--- src/rtl/sm_driver_pkg.sv ---
// Shared definitions for the sm_driver counter initiator: one-hot state
// encodings and the watchdog limit used when SM_DRIVER_TIMEOUT_EN is defined.
package sm_driver_pkg;

    localparam int STATE_W = 6;

    localparam logic [STATE_W-1:0] ST_IDLE  = 6'b000001;
    localparam logic [STATE_W-1:0] ST_ARM   = 6'b000010;
    localparam logic [STATE_W-1:0] ST_RUN   = 6'b000100;
    localparam logic [STATE_W-1:0] ST_CHECK = 6'b001000;
    localparam logic [STATE_W-1:0] ST_DONE  = 6'b010000;
    localparam logic [STATE_W-1:0] ST_ERR   = 6'b100000;

    typedef enum logic [STATE_W-1:0] {
        S_IDLE  = ST_IDLE,
        S_ARM   = ST_ARM,
        S_RUN   = ST_RUN,
        S_CHECK = ST_CHECK,
        S_DONE  = ST_DONE,
        S_ERR   = ST_ERR
    } state_t;

    // A healthy move needs at most 2^W cycles in ARM/RUN, so two spare cycles
    // of slack separate a slow counter from a dead one.
    function automatic int wdog_limit(input int counter_width);
        return (1 << counter_width) + 2;
    endfunction

endpackage

--- src/rtl/sm_driver_wdog.sv ---
// Watchdog for sm_driver: counts cycles spent in ARM/RUN and flags expiry when
// the count would reach the package limit. Only built under SM_DRIVER_TIMEOUT_EN.
module sm_driver_wdog
    import sm_driver_pkg::*;
#(
    parameter int COUNTER_WIDTH = 4
) (
    input  logic clk,
    input  logic rst_n,
    input  logic clear,
    input  logic enable,
    output logic expire
);

    localparam int CNT_W = COUNTER_WIDTH + 2;
    localparam logic [CNT_W-1:0] LAST = CNT_W'(wdog_limit(COUNTER_WIDTH) - 1);

    logic [CNT_W-1:0] cnt;

    always_ff @(posedge clk or negedge rst_n) begin
        if (!rst_n) begin
            cnt <= '0;
        end else if (clear) begin
            cnt <= '0;
        end else if (enable) begin
            cnt <= cnt + 1'b1;
        end
    end

    // Expiry fires in the cycle whose increment would reach the limit, so
    // the FSM lands in ERR exactly when the limit is reached.
    assign expire = enable && (cnt == LAST);

endmodule

--- src/rtl/sm_driver.sv ---
// Drives an up/down counter's act/up_dwn_n until its count lands on a requested
// target, then verifies it. Optional watchdog: define SM_DRIVER_TIMEOUT_EN.
module sm_driver
    import sm_driver_pkg::*;
#(
    parameter int COUNTER_WIDTH = 4
) (
    input  logic                     clk,
    input  logic                     rst_n,
    input  logic                     req_valid,
    input  logic [COUNTER_WIDTH-1:0] req_target,
    output logic                     req_ready,
    input  logic [COUNTER_WIDTH-1:0] count_in,
    input  logic                     ovflw_in,
    output logic                     act,
    output logic                     up_dwn_n,
    output logic                     busy,
    output logic                     done,
    output logic                     err
);

    state_t                   state;
    state_t                   next_state;
    logic [COUNTER_WIDTH-1:0] target_q;
    logic                     dir_q;
    logic [COUNTER_WIDTH-1:0] step_val;
    logic                     last;

    // The count the counter will hold after this cycle's step; matching the
    // target means act must drop now so the counter idles on that value.
    assign step_val = dir_q ? (count_in + 1'b1) : (count_in - 1'b1);
    assign last     = (step_val == target_q);

`ifdef SM_DRIVER_TIMEOUT_EN
    logic wdog_expire;
    logic wdog_clear;
    logic wdog_enable;

    assign wdog_enable = (state == S_ARM) || (state == S_RUN);
    assign wdog_clear  = (next_state == S_ARM) && (state != S_ARM);

    sm_driver_wdog #(
        .COUNTER_WIDTH(COUNTER_WIDTH)
    ) u_wdog (
        .clk   (clk),
        .rst_n (rst_n),
        .clear (wdog_clear),
        .enable(wdog_enable),
        .expire(wdog_expire)
    );
`endif

    always_ff @(posedge clk or negedge rst_n) begin
        if (!rst_n) begin
            state    <= S_IDLE;
            target_q <= '0;
            dir_q    <= 1'b1;
        end else begin
            state <= next_state;
            if (state == S_IDLE && req_valid) begin
                target_q <= req_target;
                dir_q    <= (req_target > count_in);
            end
        end
    end

    always_comb begin
        next_state = state;
        act        = 1'b0;
        up_dwn_n   = 1'b1;
        req_ready  = 1'b0;
        busy       = 1'b1;
        done       = 1'b0;
        err        = 1'b0;

        unique case (state)
            S_IDLE: begin
                req_ready = 1'b1;
                busy      = 1'b0;
                if (req_valid) begin
                    next_state = (req_target == count_in) ? S_CHECK : S_ARM;
                end
            end
            S_ARM: begin
                act        = 1'b1;
                up_dwn_n   = dir_q;
                next_state = S_RUN;
            end
            S_RUN: begin
                act      = !last;
                up_dwn_n = dir_q;
                if (last) begin
                    next_state = S_CHECK;
                end
            end
            S_CHECK: begin
                next_state = (count_in == target_q) ? S_DONE : S_ERR;
            end
            S_DONE: begin
                done       = 1'b1;
                next_state = S_IDLE;
            end
            S_ERR: begin
                err  = 1'b1;
                busy = 1'b0;
            end
            default: begin
                busy       = 1'b0;
                next_state = S_ERR;
            end
        endcase

`ifdef SM_DRIVER_TIMEOUT_EN
        if (wdog_expire) begin
            act        = 1'b0;
            next_state = S_ERR;
        end
`endif

        // A counter overflow overrides everything, including a new request.
        if (ovflw_in) begin
            next_state = S_ERR;
        end
    end

endmodule

--- config.mk ---
export PLATFORM = sky130hd
export DESIGN_NAME = sm_driver
export DESIGN_NICKNAME = d
export VERILOG_FILES = /design/src/rtl/sm_driver_pkg.sv /design/src/rtl/sm_driver_wdog.sv /design/src/rtl/sm_driver.sv
export SDC_FILE = /design/constraint.sdc
export NUM_CORES = 1
export LEC_CHECK = 0
export ABC_AREA = 1
export ABC_CLOCK_PERIOD_IN_PS = 2000
export CAP_MARGIN = 20
export CORE_UTILIZATION = 35
export DETAILED_ROUTE_END_ITERATION = 10
export PLACE_DENSITY_LB_ADDON = 0.1
export SETUP_SLACK_MARGIN = 0.2
export SYNTH_ARGS = -nofsm -noshare
export SYNTH_HDL_FRONTEND = slang
export SYNTH_HIERARCHICAL = 1
export SYNTH_SLANG_ARGS = --single-unit
export TNS_END_PERCENT = 1
--- constraint.sdc ---
create_clock -name clk -period 2 [get_ports clk]
set_input_delay 0.3 -clock clk [delete_from_list [all_inputs] [get_ports clk]]
set_output_delay 0.3 -clock clk [all_outputs]
set_load 0.02 [all_outputs]
* Word level (Yosys, flattened, before mapping) *
Cells that the tools add are included.

word-level totals
  logic and storage cells = 36
  output and inout port bits = 6
  bits of input ports = 12
  register bits after elaboration = 11

cells by class
  $add $sub $neg = 2
  mux-type cells = 13
  reductions and logical operators = 5
  magnitude comparators = 1
  eq/ne operators = 12

operators with widths
  operator                                             number
  case mux 6 bit (6 select lines)                      1
  2-to-1 mux 6 bit                                     4
  equality test 4 bit                                  3
  2-to-1 mux 4 bit                                     2
  equality test 6 x 1 -> 1 bit, second input constant  1
  equality test 6 x 2 -> 1 bit, second input constant  1
  equality test 6 x 3 -> 1 bit, second input constant  1
  equality test 6 x 4 -> 1 bit, second input constant  1
  equality test 6 x 5 -> 1 bit, second input constant  1
  equality test 6 bit, second input constant           1
  inequality test 3 bit, second input constant         2
  2-to-1 mux 1 bit                                     5
  adder 4 x 1 -> 4 bit, second input constant          1
  > comparator 4 bit                                   1
  OR reduction 4 bit                                   1
  subtractor 4 x 1 -> 4 bit, second input constant     1
  AND reduction 3 bit                                  1
  inequality test 2 bit, second input constant         1
  case mux 1 bit (2 select lines)                      1
  OR reduction 2 bit                                   1
  logical AND 1 bit                                    1
  zero test 1 bit                                      1

* Depth between registers and ports, before layout *
  word-level depth = 6
  depth in mapped cells = 11
  depth with buffers taken out = 11

* Worst setup path after synthesis *
Ideal clock, no wire load.

  kind = register to output
  start = reg dir_q
  end = out act
  path buffers = 0
  arrival time = 1.628 ns
  stages on the path, launching flop included = 9
  path slack = 0.072 ns
  required time = 1.700 ns
  path through = dfstp_2 > inv_1 > fa_1 > xnor2_1 > nand2_1 > nor2_1 > nand3_1 > nand2_1 > nand2_1

between the ends
  cells in the longest elaborated chain, start to end = 4

ends and longest elaborated chain
  what                             line             RTL
  start: declaration               sm_driver.sv:25  logic dir_q;
  start signal: assignment         sm_driver.sv:62  dir_q <= (req_target > count_in);
  2-to-1 mux 4 bit                 sm_driver.sv:31  assign step_val = dir_q ? (count_in + 1'b1) : (count_in - 1'b1);
  equality test 4 bit              sm_driver.sv:32  assign last = (step_val == target_q);
  zero test 1 bit                  sm_driver.sv:90  act = !last;
  case mux 1 bit (2 select lines)  sm_driver.sv:76  unique case (state)
  end: declaration                 sm_driver.sv:15  output logic act,

No other way between the ends.

* Final worst setup path *
Same ends and word-level chain as after synthesis.

==> impl_metrics.toml <==
[setup_path]
path_class = "flop to primary output"
cp_common_cell = "nand2_2"
regToRegSetupSlack_ns = 0.13
r2r_end = "state[3]$_DFFE_PN0P_"
arrival_ns = 2.00
rr_startpoint = "dir_q$_DFFE_PN1P_"
path_cells = "inv_2, fa_2, xnor2_1, nand2_1, nor2_1, nand3_1, nand2_2, nand2_2, buf_6"
end_kind = "primary output"
cp_data_required_time_ns = 1.70
startpoint = "dir_q$_DFFE_PN1P_"
cp-start-kind = "flop"
rr_worst_depth = 10
slowest_stage = "dfstp_2"
max_stage_delay_ns = 0.55
crit_end = "act"
worstPathMaxFanout = 4

[final_layout]
fillers = 242
diodes = 0
drive_gt1_share_pct = 23.0
fin_util_pct = 52.4
regArea_um2 = 278
fin_nets = 168
multi_input_area_um2 = 522
design_area_um2 = 1180
areaGrowthSynthToFinish_pct = 37.6

[clock_tree]
hold_buffers = 0
worstSkewPairLatency_ns = 0.26
htree_levels = 1
clock_sink_count = 11
cts_buffer_depth = 2
clk_pin_slew_worst_paths_ns = 0.07
cts_tree = "yes"
cts_buffers = 3
ctsRootBufferMaster = "clkbuf_4"

[synth]
synth-seq-cells = 11
synth_top_family_by_area = "simple AND/OR/NAND/NOR gates"
synth_top_cell_by_area = "dfrtp_1"
synth.most_common_cell = "nand2_1"
syn-cell-area_um2 = 860
netlist_top_cells_area = "dfrtp_1, nand2_1, inv_1"
synth_mux_area_share_pct = 1.31
ys.flop_type = "dfrtp_1"
synth_warnings = 6
synth_compound_area_share_pct = 6.26
yosysSeqAreaShare_pct = 32.3
synth_common_cells = "nand2_1, inv_1, nand3_1, nor2_1, dfrtp_1"
synth_top_area_share_pct = 26.2
synth-simple-area-share_pct = 36.4
synthAdderAreaFrac_pct = 11.1
synth-xor-area-share_pct = 3.06
synth_area_per_cell_um2 = 7.41
synth_cell_type_count = 19
synthesis.nets = 135
synth_edf_count = 0
async_flop_share_pct = 100
syn_inst = 116

[grt]
gr-usage-all-layers_pct = 17.1
grt_pass1_vias = 780
grt_max_degree = 12
antenna_found_initial = 0
overflow = 0
grt_first_pass_wirelength_um = 3380

[placement]
place_area_um2 = 1140
portBuffers = 17
dp_hpwl_um = 1610
place.gp.congestion = 0.837

[routing]
drtPass1Iterations = 4
route.detailed.drc = 0
via_per_inst = 4.74
ant_nets = 0
wl_per_cell_um = 10.9
drt_iter0_drc = 11
wirelength_um = 1920
via_count = 835

[timing]
max_freq_mhz = 436
min_period_ns = 2.30
hold_viol = 0
postLayoutSetupSlackWorst_ns = -0.295
fin_crit_sh_pct = 115
slew_violations = 0
tightest_slew_ns = 0.511
slew_headroom_pct = 65.8
setup_viol = 1
fin_skew_ns = 0.00574
rsz0062_at_grt = "true"

[power_and_ir_drop]
switching_share_pct = 27.7
clkPwrFrac_pct = 28.4
cellLeakagePower_nw = 0.629
seq_power_share_pct = 45.2
powerDensity_nw_per_um2 = 442
power.switching_mw = 0.145
power_frac_comb_pct = 26.4
vdd_ir_drop_max_mv = 0.356
p_int_mw = 0.378

[floorplanning]
die_y_um = 51.6
num_rows = 17
io_pins = 18
core_area_um2 = 2250
die-area_um2 = 2660
start_util_pct = 38.1
die_w_um = 51.6

[run_status]
violations = "negative setup slack"
outcome = "complete, but fails checks"

[job]
maxCapViolations = 0

[hold_path]
hold_class = "primary input to asynchronous set/reset pin"
## worst min-delay path by stage
stage | from | end | depth (start not counted)
after floorplan | rst_n | state[1]$_DFFE_PN0P_ | 0
after global routing | rst_n | state[4]$_DFFE_PN0P_ | 1
after detailed placement | target_q[1]$_DFFE_PN0P_ | target_q[1]$_DFFE_PN0P_ | 1
after CTS | rst_n | state[4]$_DFFE_PN0P_ | 1
after global placement | target_q[0]$_DFFE_PN0P_ | target_q[0]$_DFFE_PN0P_ | 2
final | rst_n | state[4]$_DFFE_PN0P_ | 1
## final cells by class
class / instances / area share (%)
tap: 28 / 2.96
multi-input combinational: 83 / 44.1
inverter: 22 / 6.98
sequential: 11 / 23.5
clock buffer: 4 / 2.22
timing repair buffer: 28 / 20.2
## state kept, by name, indices dropped and copies added (netlist names)
signal and cells:
dir_q 1, state 6, target_q 4
## through the flow
| stage | hold slack, ns | total power, mW | worst slack [ns] | setup TNS [ns] | std cells |
|---|---|---|---|---|---|
| after floorplan | 0.00441 | 0.313 | 0.119 | 0 | 116 |
| after global placement | 0.566 | 0.373 | -0.663 | -0.863 | 171 |
| after detailed placement | 0.573 | 0.374 | -0.661 | -0.874 | 171 |
| after CTS | 0.382 | 0.532 | -0.332 | -0.332 | 176 |
| after global routing | 0.398 | 0.562 | -0.432 | -0.451 | 176 |
| final | 0.370 | 0.522 | -0.295 | -0.295 | 176 |
## power groups by stage
stage	Combinational [mW]	Clock [mW]	Sequential [mW]
2_1_floorplan	0.0746	0	0.239
3_3_place_gp	0.133	0	0.240
3_5_place_dp	0.134	0	0.240
4_1_cts	0.139	0.157	0.236
5_1_grt	0.157	0.168	0.237
6_report	0.138	0.148	0.236
## metal layers
layer | part of all wire [%] | routed length [um] | track usage (%)
met1 | 51 | 980 | 23.5
met5 | 0 | 0 | 0
met4 | 0.63 | 12 | 4.05
met2 | 43 | 834 | 26.2
met3 | 4.7 | 91 | 5.26
## cell usage in the layout (no fill, tap or decap), drive strengths merged, types with 2 or more instances in the layout
cell type / instances
inv: 22
clkdlybuf4s50: 11
dfstp: 2
ha: 6
nand4: 6
buf: 13
nand2: 25
clkbuf: 7
dfrtp: 9
o21ai: 3
a21oi: 5
nor2: 16
xnor2: 3
nand3: 14
## worst max-delay path, delay by kind of cell (launching register included)
| family | cells | cell delay (ns) |
|---|---|---|
| flip-flops | 1 | 0.55 |
| AND/OR/NAND/NOR | 5 | 0.37 |
| adder cells (fa/ha/maj) | 1 | 0.52 |
| XOR/XNOR | 1 | 0.11 |
| buffers and inverters | 2 | 0.18 |
## cell families after synthesis
logic type | Yosys count
XOR/XNOR | 3
adder cells (fa/ha/maj) | 7
AND/OR/NAND/NOR | 62
buffers and inverters | 22
flip-flops | 11
multiplexers | 1
AO/OA/AOI/OAI | 10
## what timing repair did
| item | 4_1_cts | 5_1_grt |
|---|---|---|
| pin swaps | 5 | 6 |
| buffers inserted | 1 | 0 |
| gates resized for setup | 18 | 11 |
| endpoints found under the setup margin | 8 | 7 |
Power figures use the tool's default switching activity.
